**src/rtl/ieee_divider_seq_if.sv**
```systemverilog
// Operand/result handshake bundle for the sequential IEEE-754 divider.
// master drives operands and result acceptance; slave is the divider.
interface ieee_divider_seq_if #(
  parameter int W = 32
);
  logic         in_valid;
  logic         in_ready;
  logic [W-1:0] dividend;
  logic [W-1:0] divisor;
  logic         out_valid;
  logic         out_ready;
  logic [W-1:0] result;
  logic         div_zero;

  modport master (
    output in_valid, dividend, divisor, out_ready,
    input  in_ready, out_valid, result, div_zero
  );

  modport slave (
    input  in_valid, dividend, divisor, out_ready,
    output in_ready, out_valid, result, div_zero
  );
endinterface

```
**src/rtl/ieee_divider_seq.sv**
```systemverilog
// Iterative IEEE-754 single-precision divider, result = dividend / divisor.
// Restoring mantissa division producing one quotient bit per clock,
// truncating rounding, flush-to-zero on underflow, denormal inputs read as zero.
module ieee_divider_seq #(
  parameter int EXP_W  = 8,
  parameter int MANT_W = 23,
  parameter int BIAS   = 127
) (
  input  logic              clk,
  input  logic              rst,
  ieee_divider_seq_if.slave bus
);
  localparam int W  = 1 + EXP_W + MANT_W;
  localparam int QW = MANT_W + 2;      // quotient bits: integer bit + guard for normalisation
  localparam int RW = MANT_W + 3;      // remainder needs room for the left shift
  localparam int CW = $clog2(QW);
  localparam int EW = EXP_W + 2;       // signed exponent with overflow/underflow headroom

  localparam logic [EXP_W-1:0]        EXP_MAX  = '1;
  localparam logic [CW-1:0]           CNT_LAST = CW'(QW - 1);
  localparam logic signed [EW-1:0]    E_SAT    = EW'((1 << EXP_W) - 1);
  localparam logic signed [EW-1:0]    E_ZERO   = '0;
  localparam logic [W-1:0]            QNAN     = {1'b0, {EXP_W{1'b1}}, 1'b1, {(MANT_W-1){1'b0}}};

  typedef enum logic [1:0] {
    S_IDLE,
    S_DIVIDE,
    S_NORM,
    S_DONE
  } state_t;

  state_t state, next_state;

  logic                sign;
  logic [EXP_W-1:0]    ea, eb;
  logic [MANT_W:0]     mb;
  logic [RW-1:0]       rem;
  logic [QW-1:0]       q;
  logic [CW-1:0]       cnt;
  logic [W-1:0]        result_r;
  logic                div_zero_r;

  logic                in_ready, out_valid;

  // Operand field split
  logic                a_sign, b_sign;
  logic [EXP_W-1:0]    a_exp, b_exp;
  logic [MANT_W-1:0]   a_frac, b_frac;
  logic                a_zero, b_zero, a_inf, b_inf, a_nan, b_nan;
  logic                res_sign;

  assign a_sign   = bus.dividend[W-1];
  assign a_exp    = bus.dividend[W-2:MANT_W];
  assign a_frac   = bus.dividend[MANT_W-1:0];
  assign b_sign   = bus.divisor[W-1];
  assign b_exp    = bus.divisor[W-2:MANT_W];
  assign b_frac   = bus.divisor[MANT_W-1:0];
  assign res_sign = a_sign ^ b_sign;

  assign a_zero = (a_exp == '0);
  assign b_zero = (b_exp == '0);
  assign a_inf  = (a_exp == EXP_MAX) && (a_frac == '0);
  assign b_inf  = (b_exp == EXP_MAX) && (b_frac == '0);
  assign a_nan  = (a_exp == EXP_MAX) && (a_frac != '0);
  assign b_nan  = (b_exp == EXP_MAX) && (b_frac != '0);

  // Normalise the raw quotient, truncate the fraction and saturate the exponent.
  function automatic logic [W-1:0] pack_quotient(
    input logic             sg,
    input logic [EXP_W-1:0] xa,
    input logic [EXP_W-1:0] xb,
    input logic [QW-1:0]    qt
  );
    logic signed [EW-1:0] e;
    logic [MANT_W-1:0]    frac;
    e = $signed(EW'(xa)) - $signed(EW'(xb)) + $signed(EW'(BIAS));
    if (qt[QW-1]) begin
      frac = qt[QW-2:1];
    end else begin
      frac = qt[QW-3:0];
      e    = e - EW'(1);
    end
    if (e >= E_SAT)
      pack_quotient = {sg, EXP_MAX, {MANT_W{1'b0}}};
    else if (e <= E_ZERO)
      pack_quotient = {sg, {(W-1){1'b0}}};
    else
      pack_quotient = {sg, e[EXP_W-1:0], frac};
  endfunction

  // Special-operand classification, highest priority first
  logic          is_special;
  logic [W-1:0]  spec_result;
  logic          spec_dz;

  // Decide whether the presented operands bypass the mantissa divider
  always_comb begin
    is_special  = 1'b1;
    spec_result = '0;
    spec_dz     = 1'b0;
    if (a_nan || b_nan || (a_zero && b_zero) || (a_inf && b_inf)) begin
      spec_result = QNAN;
    end else if (a_inf) begin
      spec_result = {res_sign, EXP_MAX, {MANT_W{1'b0}}};
    end else if (b_inf) begin
      spec_result = {res_sign, {(W-1){1'b0}}};
    end else if (b_zero) begin
      spec_result = {res_sign, EXP_MAX, {MANT_W{1'b0}}};
      spec_dz     = 1'b1;
    end else if (a_zero) begin
      spec_result = {res_sign, {(W-1){1'b0}}};
    end else begin
      is_special  = 1'b0;
    end
  end

  // One restoring-division step on the current remainder
  logic          rem_ge;
  logic [RW-1:0] rem_sub;

  assign rem_ge  = (rem >= RW'(mb));
  assign rem_sub = rem_ge ? (rem - RW'(mb)) : rem;

  // State register
  always_ff @(posedge clk or posedge rst) begin
    if (rst) state <= S_IDLE;
    else     state <= next_state;
  end

  // Next-state and handshake outputs
  always_comb begin
    next_state = state;
    in_ready   = 1'b0;
    out_valid  = 1'b0;
    unique case (state)
      S_IDLE: begin
        in_ready = 1'b1;
        if (bus.in_valid) next_state = is_special ? S_DONE : S_DIVIDE;
      end
      S_DIVIDE: begin
        if (cnt == CNT_LAST) next_state = S_NORM;
      end
      S_NORM: begin
        next_state = S_DONE;
      end
      S_DONE: begin
        out_valid = 1'b1;
        if (bus.out_ready) next_state = S_IDLE;
      end
      default: next_state = S_IDLE;
    endcase
  end

  // Operand latch, quotient iteration and result capture
  always_ff @(posedge clk or posedge rst) begin
    if (rst) begin
      sign       <= 1'b0;
      ea         <= '0;
      eb         <= '0;
      mb         <= '0;
      rem        <= '0;
      q          <= '0;
      cnt        <= '0;
      result_r   <= '0;
      div_zero_r <= 1'b0;
    end else begin
      unique case (state)
        S_IDLE: begin
          if (bus.in_valid) begin
            sign <= res_sign;
            ea   <= a_exp;
            eb   <= b_exp;
            mb   <= {1'b1, b_frac};
            rem  <= RW'({1'b1, a_frac});
            q    <= '0;
            cnt  <= '0;
            if (is_special) begin
              result_r   <= spec_result;
              div_zero_r <= spec_dz;
            end
          end
        end
        S_DIVIDE: begin
          rem <= rem_sub << 1;
          q   <= {q[QW-2:0], rem_ge};
          cnt <= cnt + 1'b1;
        end
        S_NORM: begin
          result_r   <= pack_quotient(sign, ea, eb, q);
          div_zero_r <= 1'b0;
        end
        default: ;
      endcase
    end
  end

  assign bus.in_ready  = in_ready;
  assign bus.out_valid = out_valid;
  assign bus.result    = result_r;
  assign bus.div_zero  = div_zero_r;

endmodule

```
**src/flat_wrapper.sv**
```systemverilog
// flat-port wrapper written by rule: the top's interface ports become plain ports
module ieee_divider_seq_flat 
#(
  parameter int EXP_W  = 8,
  parameter int MANT_W = 23,
  parameter int BIAS   = 127
)
  (clk, rst, bus_in_valid, bus_dividend, bus_divisor, bus_out_ready, bus_in_ready, bus_out_valid, bus_result, bus_div_zero);
  ieee_divider_seq_if bus_i ();
  input  logic clk;
  input  logic rst;
  input wire logic [$bits(bus_i.in_valid)-1:0] bus_in_valid;
  input wire logic [$bits(bus_i.dividend)-1:0] bus_dividend;
  input wire logic [$bits(bus_i.divisor)-1:0] bus_divisor;
  input wire logic [$bits(bus_i.out_ready)-1:0] bus_out_ready;
  output wire logic [$bits(bus_i.in_ready)-1:0] bus_in_ready;
  output wire logic [$bits(bus_i.out_valid)-1:0] bus_out_valid;
  output wire logic [$bits(bus_i.result)-1:0] bus_result;
  output wire logic [$bits(bus_i.div_zero)-1:0] bus_div_zero;
  assign bus_i.in_valid = bus_in_valid;
  assign bus_i.dividend = bus_dividend;
  assign bus_i.divisor = bus_divisor;
  assign bus_i.out_ready = bus_out_ready;
  assign bus_in_ready = bus_i.in_ready;
  assign bus_out_valid = bus_i.out_valid;
  assign bus_result = bus_i.result;
  assign bus_div_zero = bus_i.div_zero;
  ieee_divider_seq #(.EXP_W(EXP_W), .MANT_W(MANT_W), .BIAS(BIAS)) u_core (.clk(clk), .rst(rst), .bus(bus_i));
endmodule
```
**config.mk**
```make
export PLATFORM = sky130hd
export DESIGN_NAME = ieee_divider_seq_flat
export DESIGN_NICKNAME = d
export VERILOG_FILES = /design/src/rtl/ieee_divider_seq_if.sv /design/src/rtl/ieee_divider_seq.sv /design/src/flat_wrapper.sv
export SDC_FILE = /design/constraint.sdc
export NUM_CORES = 1
export LEC_CHECK = 0
export CAP_MARGIN = 20
export CORE_ASPECT_RATIO = 0.7
export CORE_MARGIN = 1
export CORE_UTILIZATION = 55
export CTS_CLUSTER_DIAMETER = 30
export CTS_CLUSTER_SIZE = 40
export DETAILED_ROUTE_END_ITERATION = 10
export GPL_TIMING_DRIVEN = 1
export PLACE_DENSITY = 0.89
export REMOVE_ABC_BUFFERS = 1
export SYNTH_ARGS = -nofsm -noshare
export SYNTH_HDL_FRONTEND = slang
export SYNTH_SLANG_ARGS = --single-unit
export TNS_END_PERCENT = 50
```
**constraint.sdc**
```tcl
create_clock -name clk -period 6.7 [get_ports clk]
set_clock_uncertainty 0.2 [all_clocks]
set_input_delay 1.675 -clock clk [delete_from_list [all_inputs] [get_ports clk]]
set_output_delay 1.675 -clock clk [all_outputs]
set_load 0.005 [all_outputs]
```
# == Word level (Yosys, flattened, before mapping) ==
# Cells that the tools add are included.
# totals
out_inout_bits,35
word_cells,90
reg_bits,132
input_bits,68
# op_classes
addsub,5
muxes,39
reduce_logical,22
n_bitwise,1
n_eq_ne,10
order_cmp,3
# op_table
op,count
2-to-1 mux 32 bit,7
one-hot mux 32 bit (2 select lines),1
2-to-1 mux 31 bit,2
one-hot mux 26 bit (2 select lines),1
2-to-1 mux 25 bit,2
one-hot mux 25 bit (2 select lines),1
zero test 23 bit,2
nonzero test 23 bit,2
>= comparator 26 x 24 -> 1 bit,1
2-to-1 mux 26 bit,1
subtractor 25 x 24 -> 25 bit,1
2-to-1 mux 23 bit,1
2-to-1 mux 10 bit,2
"== test 8 bit, second input constant",2
zero test 8 bit,2
2-to-1 mux 1 bit,13
"adder 10 x 8 -> 10 bit, second input constant",1
">= comparator 10 x 9 -> 1 bit, second input constant",1
"less-or-equal comparator 10 x 1 -> 1 bit, second input constant",1
one-hot mux 5 bit (2 select lines),1
"subtractor 10 x 2 -> 10 bit, second input constant",1
subtractor 8 x 8 -> 9 bit,1
2-to-1 mux 2 bit,4
one-hot mux 2 bit (4 select lines),1
other kinds (15),28

# == Longest topological paths before layout ==
# Gate-level depths: netlist (run 1).
# logic_depth
word_depth,9
mapped_depth,15
depth_no_buf,14

# == Worst setup path after synthesis (run 1) ==
# No wires, ideal clock.
# synth_timing
kind,register to register
start,reg u_core.ea[0]
end,"reg u_core.result_r[1], in the netlist u_core.bus.result[1]"
path_buffers,2
arrival_ns,3.401
t_required_ns,6.377
stages_incl_launch_ff,16
setup_time_ns,0.123
setup_slack_ns,2.976
synth_period_minus_slack_ns,3.724
cell_sequence,dfrtp_1 > inv_1 > ha_1 > inv_1 > fa_1 > xnor2_2 > and3_1 > buf_6 > xnor3_1 > nor3_1 > o21ai_2 > xnor2_1 > or4_4 > o21ai_4 > buf_6 > o31ai_2
# synth_between
elab_chain_len,9
word_cells_on_any_way,10
cone_classes,add/sub: 3; order compare: 2; mux: 5
# synth_lines
item,line_no,rtl
"start, declared",ieee_divider_seq.sv:35,"logic [EXP_W-1:0] ea, eb;"
"start signal, assigned",ieee_divider_seq.sv:171,ea <= a_exp;
subtractor 8 x 8 -> 9 bit (*),ieee_divider_seq.sv:76,e = $signed(EW'(xa)) - $signed(EW'(xb)) + $signed(EW'(BIAS));
adder 10 x 8 -> 10 bit (*),ieee_divider_seq.sv:76,
subtractor 10 x 2 -> 10 bit,ieee_divider_seq.sv:81,e = e - EW'(1);
2-to-1 mux 10 bit (*),ieee_divider_seq.sv:77,if (qt[QW-1]) begin
2-to-1 mux 10 bit (*),ieee_divider_seq.sv:167,unique case (state)
less-or-equal comparator 10 x 1 -> 1 bit,ieee_divider_seq.sv:85,else if (e <= E_ZERO)
2-to-1 mux 31 bit,ieee_divider_seq.sv:85,
2-to-1 mux 31 bit (*),ieee_divider_seq.sv:83,if (e >= E_SAT)
one-hot mux 32 bit (2 select lines) (*),ieee_divider_seq.sv:167,
"end signal, assigned",ieee_divider_seq.sv:178,result_r <= spec_result;
"end signal, assigned",ieee_divider_seq.sv:189,"result_r <= pack_quotient(sign, ea, eb, q);"
"end, declared",ieee_divider_seq.sv:40,logic [W-1:0] result_r;
# Mark *: on every way between the ends. The rest lies on a longest branch, timed or not. The select of a mux whose other input is x is not followed.
# A chain may end at the register's enable or synchronous reset.

# == Final worst setup path (run 1) ==
# layout_timing
start,reg u_core.ea[0]
end,"reg u_core.result_r[14], in the netlist u_core.bus.result[14]"
# The elaborated chain is that of the path after synthesis.

==> results of run 1 <==
==> metrics by stage <==
stage                     hold WS (ns)   util  setup WS [ns]  std cells  instance area, um^2
final                            0.257  0.679           2.18       1153                 9960
after global placement           0.232  0.642           2.28       1121                 9420
after CTS                        0.257  0.679           2.20       1153                 9960
after detailed placement         0.237  0.642           2.18       1121                 9420
after floorplan                  0.218      -           1.30        815                 8070
after global routing             0.268  0.679           1.94       1153                 9960
==> critical path, delay by kind of cell, from the launching register on <==
family                   cells  cell delay [ns]
adder cells (fa/ha/maj)      2             0.59
AO/OA/AOI/OAI                3             0.96
buffers and inverters        2             0.12
XOR/XNOR                     3             0.87
AND/OR/NAND/NOR              3             1.24
flip-flops                   1             0.37
==> layer usage <==
layer,vias up,track usage,routed length (um)
li1,3318,-,-
met2,393,0.412,9280
met5,-,0,0
met3,34,0.0776,2060
met1,3418,0.421,9840
met4,0,0.0994,401
==> state kept, by name (all words and copies together) (netlist names), 2 cells and up <==
signal,flops
u_core.eb,8
u_core.rem,26
u_core.cnt,5
u_core.bus.result,32
u_core.q,25
u_core.ea,8
u_core.state,2
u_core.mb,24
==> final timing paths <==
check / to / from / slack, ns
worst min-delay path: u_core.mb[23] / u_core.mb[23] / 0.26
worst max-delay path: u_core.bus.result[14] / u_core.ea[0] / 2.18
min in group asynchronous: u_core.bus.result[6] / rst / 1.50
max in group asynchronous: u_core.rem[2] / rst / 3.79
worst max register to register: u_core.bus.result[14] / u_core.ea[0] / 2.18
worst min register to register: u_core.mb[23] / u_core.mb[23] / 0.26
==> cells in the mapped netlist (all sizes together) (12+ instances only) <==
| cell type | n | area [um^2] |
|---|---|---|
| nand4 | 14 | 87.6 |
| nor3 | 20 | 100 |
| xnor2 | 22 | 219 |
| a22o | 24 | 210 |
| ha | 40 | 500 |
| nand2 | 83 | 312 |
| o31ai | 29 | 318 |
| nor2b | 12 | 75.1 |
| mux2i | 27 | 270 |
| xor2 | 12 | 105 |
| a21oi | 54 | 274 |
| nor2 | 53 | 199 |
| o211ai | 13 | 97.6 |
| clkbuf | 30 | 113 |
| inv | 51 | 191 |
| nor4 | 16 | 100 |
| mux2 | 40 | 450 |
| o21ai | 32 | 175 |
| dfrtp | 132 | 3300 |
| o22ai | 12 | 75.1 |
==> cell families after synthesis <==
group / share of synthesized area
compound gates: 0.214
xor+xnor: 0.0420
fa+ha+maj: 0.0654
buf+inv: 0.0467
flops: 0.400
mux: 0.0873
simple gates: 0.145
==> area by class of cell <==
| class | instances | area (um^2) |
|---|---|---|
| clock buffers | 18 | 439 |
| clock inverters | 14 | 103 |
| fillers | 1076 | 4710 |
| repair buffers | 111 | 1090 |
| flip-flops and latches | 132 | 3300 |
| inverters | 52 | 198 |
| multi-input cells | 631 | 4590 |
| well taps | 195 | 244 |
==> results.md, run 1 <==
- Number of flops mapped to enable cells by yosys: 0
- WHS Path Cells: 2
- Worst-path clk slew: 0.06 ns
- CTS resizes: 0
- Max-Cap Viols: 0
- Clk sinks: 132
- IO buf count: 102
- Placer Congestion: 0.938
- Ports: 103
- Ys async rst share: 1.00
- Post-CTS setup buffer count: 0
- Max clock buf depth: 2
- Status: finished clean
- Drt first pass iters: 5
- # hold bufs at CTS: 0
- Post-Syn Instances: 855
- Worst path arrival time: 4.59 ns
- Max Freq: 221 MHz
- Routed length per instance: 18.7 um
- Crit Path Class: register to register
- Core area: 14700 um^2
- # diodes: 0
- Crit-path max cell delay: 0.71 ns
- Slowest CP cell: o21ai_4
- Hpwl dp: 15400 um
- TritonCTS clock tree: yes
- Seq cells post-synth: 132
- Slew headroom: 0.364
- Via count: 7163
- Largest net degree at the start of global routing: 49
- Area growth syn-to-layout: 20.6%
- Full die area: 15500 um^2
- Root Driver: clkbuf_16
- First-pass GRT wire length: 35200 um
- Most frequent cells in the layout: 132 x dfrtp_1, 102 x clkdlybuf4s50_1, 82 x nand2_1, 53 x nor2_1, 52 x a21oi_1
- Worst slew pin tran: 0.930 ns
- Routed WL: 21600 um
- Final TNS setup: 0 ns
- Worst-path cell chain: inv_1, ha_1, inv_1, fa_1, xnor2_2, and3_1, xnor3_1, nor3_1, o21ai_2, xnor2_1, or4_4, o21ai_4, o31ai_2
- Most common cell after layout, fill and taps aside: dfrtp_1
- Critical Path RT: 6.77 ns
- Crit. End Element: register
- Share of post-route cells with drive strength above 1: 0.121
- Fin nets: 1055
- Die W: 148 um
- H-tree lvl count: 4
- Min-delay worst type: register to register
- Routed vias/inst: 6.21
- Initial antenna violation count: 0
- Max-slew violation count: 0
- Reg2reg path depth: 13
- 1st-iter DRT viols: 655
- Total gr overflow: 0
- Distinct cells, synth: 73
- Die Span Y: 105 um
- Startpoint types: register
- Rows: 37
- Vias in the first global route: 6856
- TritonCTS Buffers: 17
- Final Setup Violations: 0
- Final hold violation count: 0
- Min Tclk post-route: 4.52 ns
- Synthesized area: 8260 um^2
- Ys Warns: 0
- Top_reg_cell synth: dfrtp_1
- Final worst-path cycle share: 0.675
- RSZ-0062 raised after global routing: no
- Sequential element share of the synthesized area: 0.400
- Crit path max fanout: 23
- Syn Area/Cell: 9.66 um^2
- Most frequent CP cell: inv_1
- Antenna-violating nets left: 0
- Total Routing Usage GR: 0.289
- Clock Latency Late Sink: 0.42 ns
- Initial Util: 0.563
- # DRC: 0
Power of run 1 is not shown: default switching activity piles up to over one toggle a cycle in this logic, so the estimate is an artifact.
==> inputs of run 2 (changes only) <==
CORE_UTILIZATION = 51   (was 55)
PLACE_DENSITY = 0.87   (was 0.89)
clock period = 3.8 ns   (was 6.7 ns; I/O delays follow)
==> results.md, run 2 (synthesized netlist as in run 1, its figures left out) <==
- Die Span Y: 108 um (+3.8%)
- Max-Cap Viols: 0 (unchanged)
- First-pass GRT wire length: 35600 um (+1.2%)
- Status: finished clean
- Final worst-path cycle share: 0.975 (+0.300)
- 1st-iter DRT viols: 657 (+0.31%)
- Crit. End Element: register
- Vias in the first global route: 6952 (+1.4%)
- Via count: 7316 (+2.1%)
- Max Freq: 270 MHz (+22%)
- Routed vias/inst: 6.15 (-0.96%)
- Max-slew violation count: 0 (unchanged)
- Min Tclk post-route: 3.71 ns (-0.819 ns)
- Min Hold Slack: 0.266 ns (+0.00911 ns)
- Total Routing Usage GR: 0.272 (-0.0175)
- Final TNS setup: 0 ns (unchanged)
- Clock Latency Late Sink: 0.42 ns (about the same)
- Layout fillers: 1133 (+5.3%)
- Share of post-route cells with drive strength above 1: 0.171 (+0.0498)
- Rows: 38 (+2.7%)
- Hpwl dp: 15500 um (+0.99%)
- Placer Congestion: 0.954 (+1.6%)
- Fin nets: 1086 (+2.9%)
- Largest net degree at the start of global routing: 42 (-14%)
- Crit path max fanout: 6 (-74%)
- Full die area: 16700 um^2 (+7.7%)
- # DRC: 0 (unchanged)
- # diodes: 0 (unchanged)
- Startpoint types: register
- Area growth syn-to-layout: 27.5%
- # hold bufs at CTS: 0 (unchanged)
- Core area: 15600 um^2 (+6.6%)
- Crit Path Class: register to register
- Max reg flops: 32 (unchanged)
- Total gr overflow: 0 (unchanged)
- Ports: 103 (unchanged)
- Worst path arrival time: 3.80 ns (-0.79 ns)
- Worst-path clk slew: 0.06 ns (about the same)
- Routed WL: 22100 um (+2.5%)
- H-tree lvl count: 4 (unchanged)
- TritonCTS Buffers: 17 (unchanged)
- Final hold violation count: 0 (unchanged)
- Final Setup Violations: 0 (unchanged)
- TritonCTS clock tree: yes
- Clk sinks: 132 (unchanged)
- IO buf count: 102 (unchanged)
- Root Driver: clkbuf_16
- Routed length per instance: 18.6 um (-0.60%)
- Antenna-violating nets left: 0 (unchanged)
- Critical Path RT: 3.90 ns (-2.87 ns)
- Initial Util: 0.528 (-0.0348)
- Max clock buf depth: 2 (unchanged)
- Drt first pass iters: 6 (+1)
- Die W: 154 um (+3.8%)
- Worst slew pin tran: 0.891 ns (-0.0385 ns)
- Most common cell after layout, fill and taps aside: dfrtp_1
- Slew headroom: 0.402 (+0.0377)
- Initial antenna violation count: 0 (unchanged)
- Most frequent cells in the layout: 132 x dfrtp_1, 102 x clkdlybuf4s50_1, 82 x nand2_1, 51 x a21oi_1, 50 x nor2_1
- Min-delay worst type: register to register
run 2: cell count changes in the layout (fill, tap and decap cells not counted), sizes merged:
cell,delta
inv,-1
clkinv,-2
a31o,+1
clkbuf,+2
bufinv,+3
buf,+28
run 2: critical path, stage by stage (launching register included):
cell and delay [ns]:
dfrtp_1 0.37, inv_1 0.06, ha_2 0.17, inv_1 0.05, fa_2 0.34, a211o_1 0.32, o21a_2 0.18, xnor2_4 0.19
buf_4 0.15, nor3_2 0.24, o21ai_2 0.09, xnor2_1 0.16, or4_4 0.44, o21ai_4 0.32, clkbuf_16 0.23, o31ai_2 0.07
run 2: per-stage QoR:
stage	util	std cells	setup WS, ns	area (um^2)
2_1_floorplan	-	815	-0.876	8070
3_3_place_gp	0.616	1148	-0.173	9630
3_5_place_dp	0.616	1148	-0.286	9630
4_1_cts	0.657	1181	0.0276	10300
5_1_grt	0.673	1189	-0.0228	10500
6_report	0.673	1189	0.0946	10500
run 2: final cells by class:
cell class | count | area, um^2 | share of cell area
tap | 200 | 250 | 0.0238
timing repair buffer | 141 | 1390 | 0.132
inverter | 52 | 198 | 0.0188
sequential | 132 | 3300 | 0.314
clock buffer | 18 | 429 | 0.0408
clock inverter | 14 | 175 | 0.0166
multi-input combinational | 632 | 4780 | 0.454
run 2: worst paths after layout:
path / to / from / slack (ns) / cells past startpoint
worst max-delay path: u_core.bus.result[18] / u_core.ea[0] / 0.09 / 15
worst min-delay path: u_core.mb[23] / u_core.mb[23] / 0.27 / 2
min in group asynchronous: u_core.bus.result[2] / rst / 0.69 / 2
worst max register to register: u_core.bus.result[18] / u_core.ea[0] / 0.09 / 15
max in group asynchronous: u_core.mb[11] / rst / 2.06 / 3
worst min register to register: u_core.mb[23] / u_core.mb[23] / 0.27 / 2
run 2: repair_timing:
| action | CTS | global route |
|---|---|---|
| pin swaps | 2 | 14 |
| buffers inserted | 0 | 5 |
| setup endpoints to repair | 23 | 34 |
| cloned | 1 | 3 |
| resized for setup | 4 | 29 |
run 2: per-layer routing:
metal / wire, um / vias up / global-route usage / share of wire
li1: - / 3385 / - / -
met1: 10100 / 3535 / 0.386 / 0.46
met2: 9630 / 349 / 0.400 / 0.44
met3: 1910 / 47 / 0.0770 / 0.086
met4: 494 / 0 / 0.0886 / 0.022
met5: 0 / - / 0 / 0
Power of run 2 is left out for the same reason.
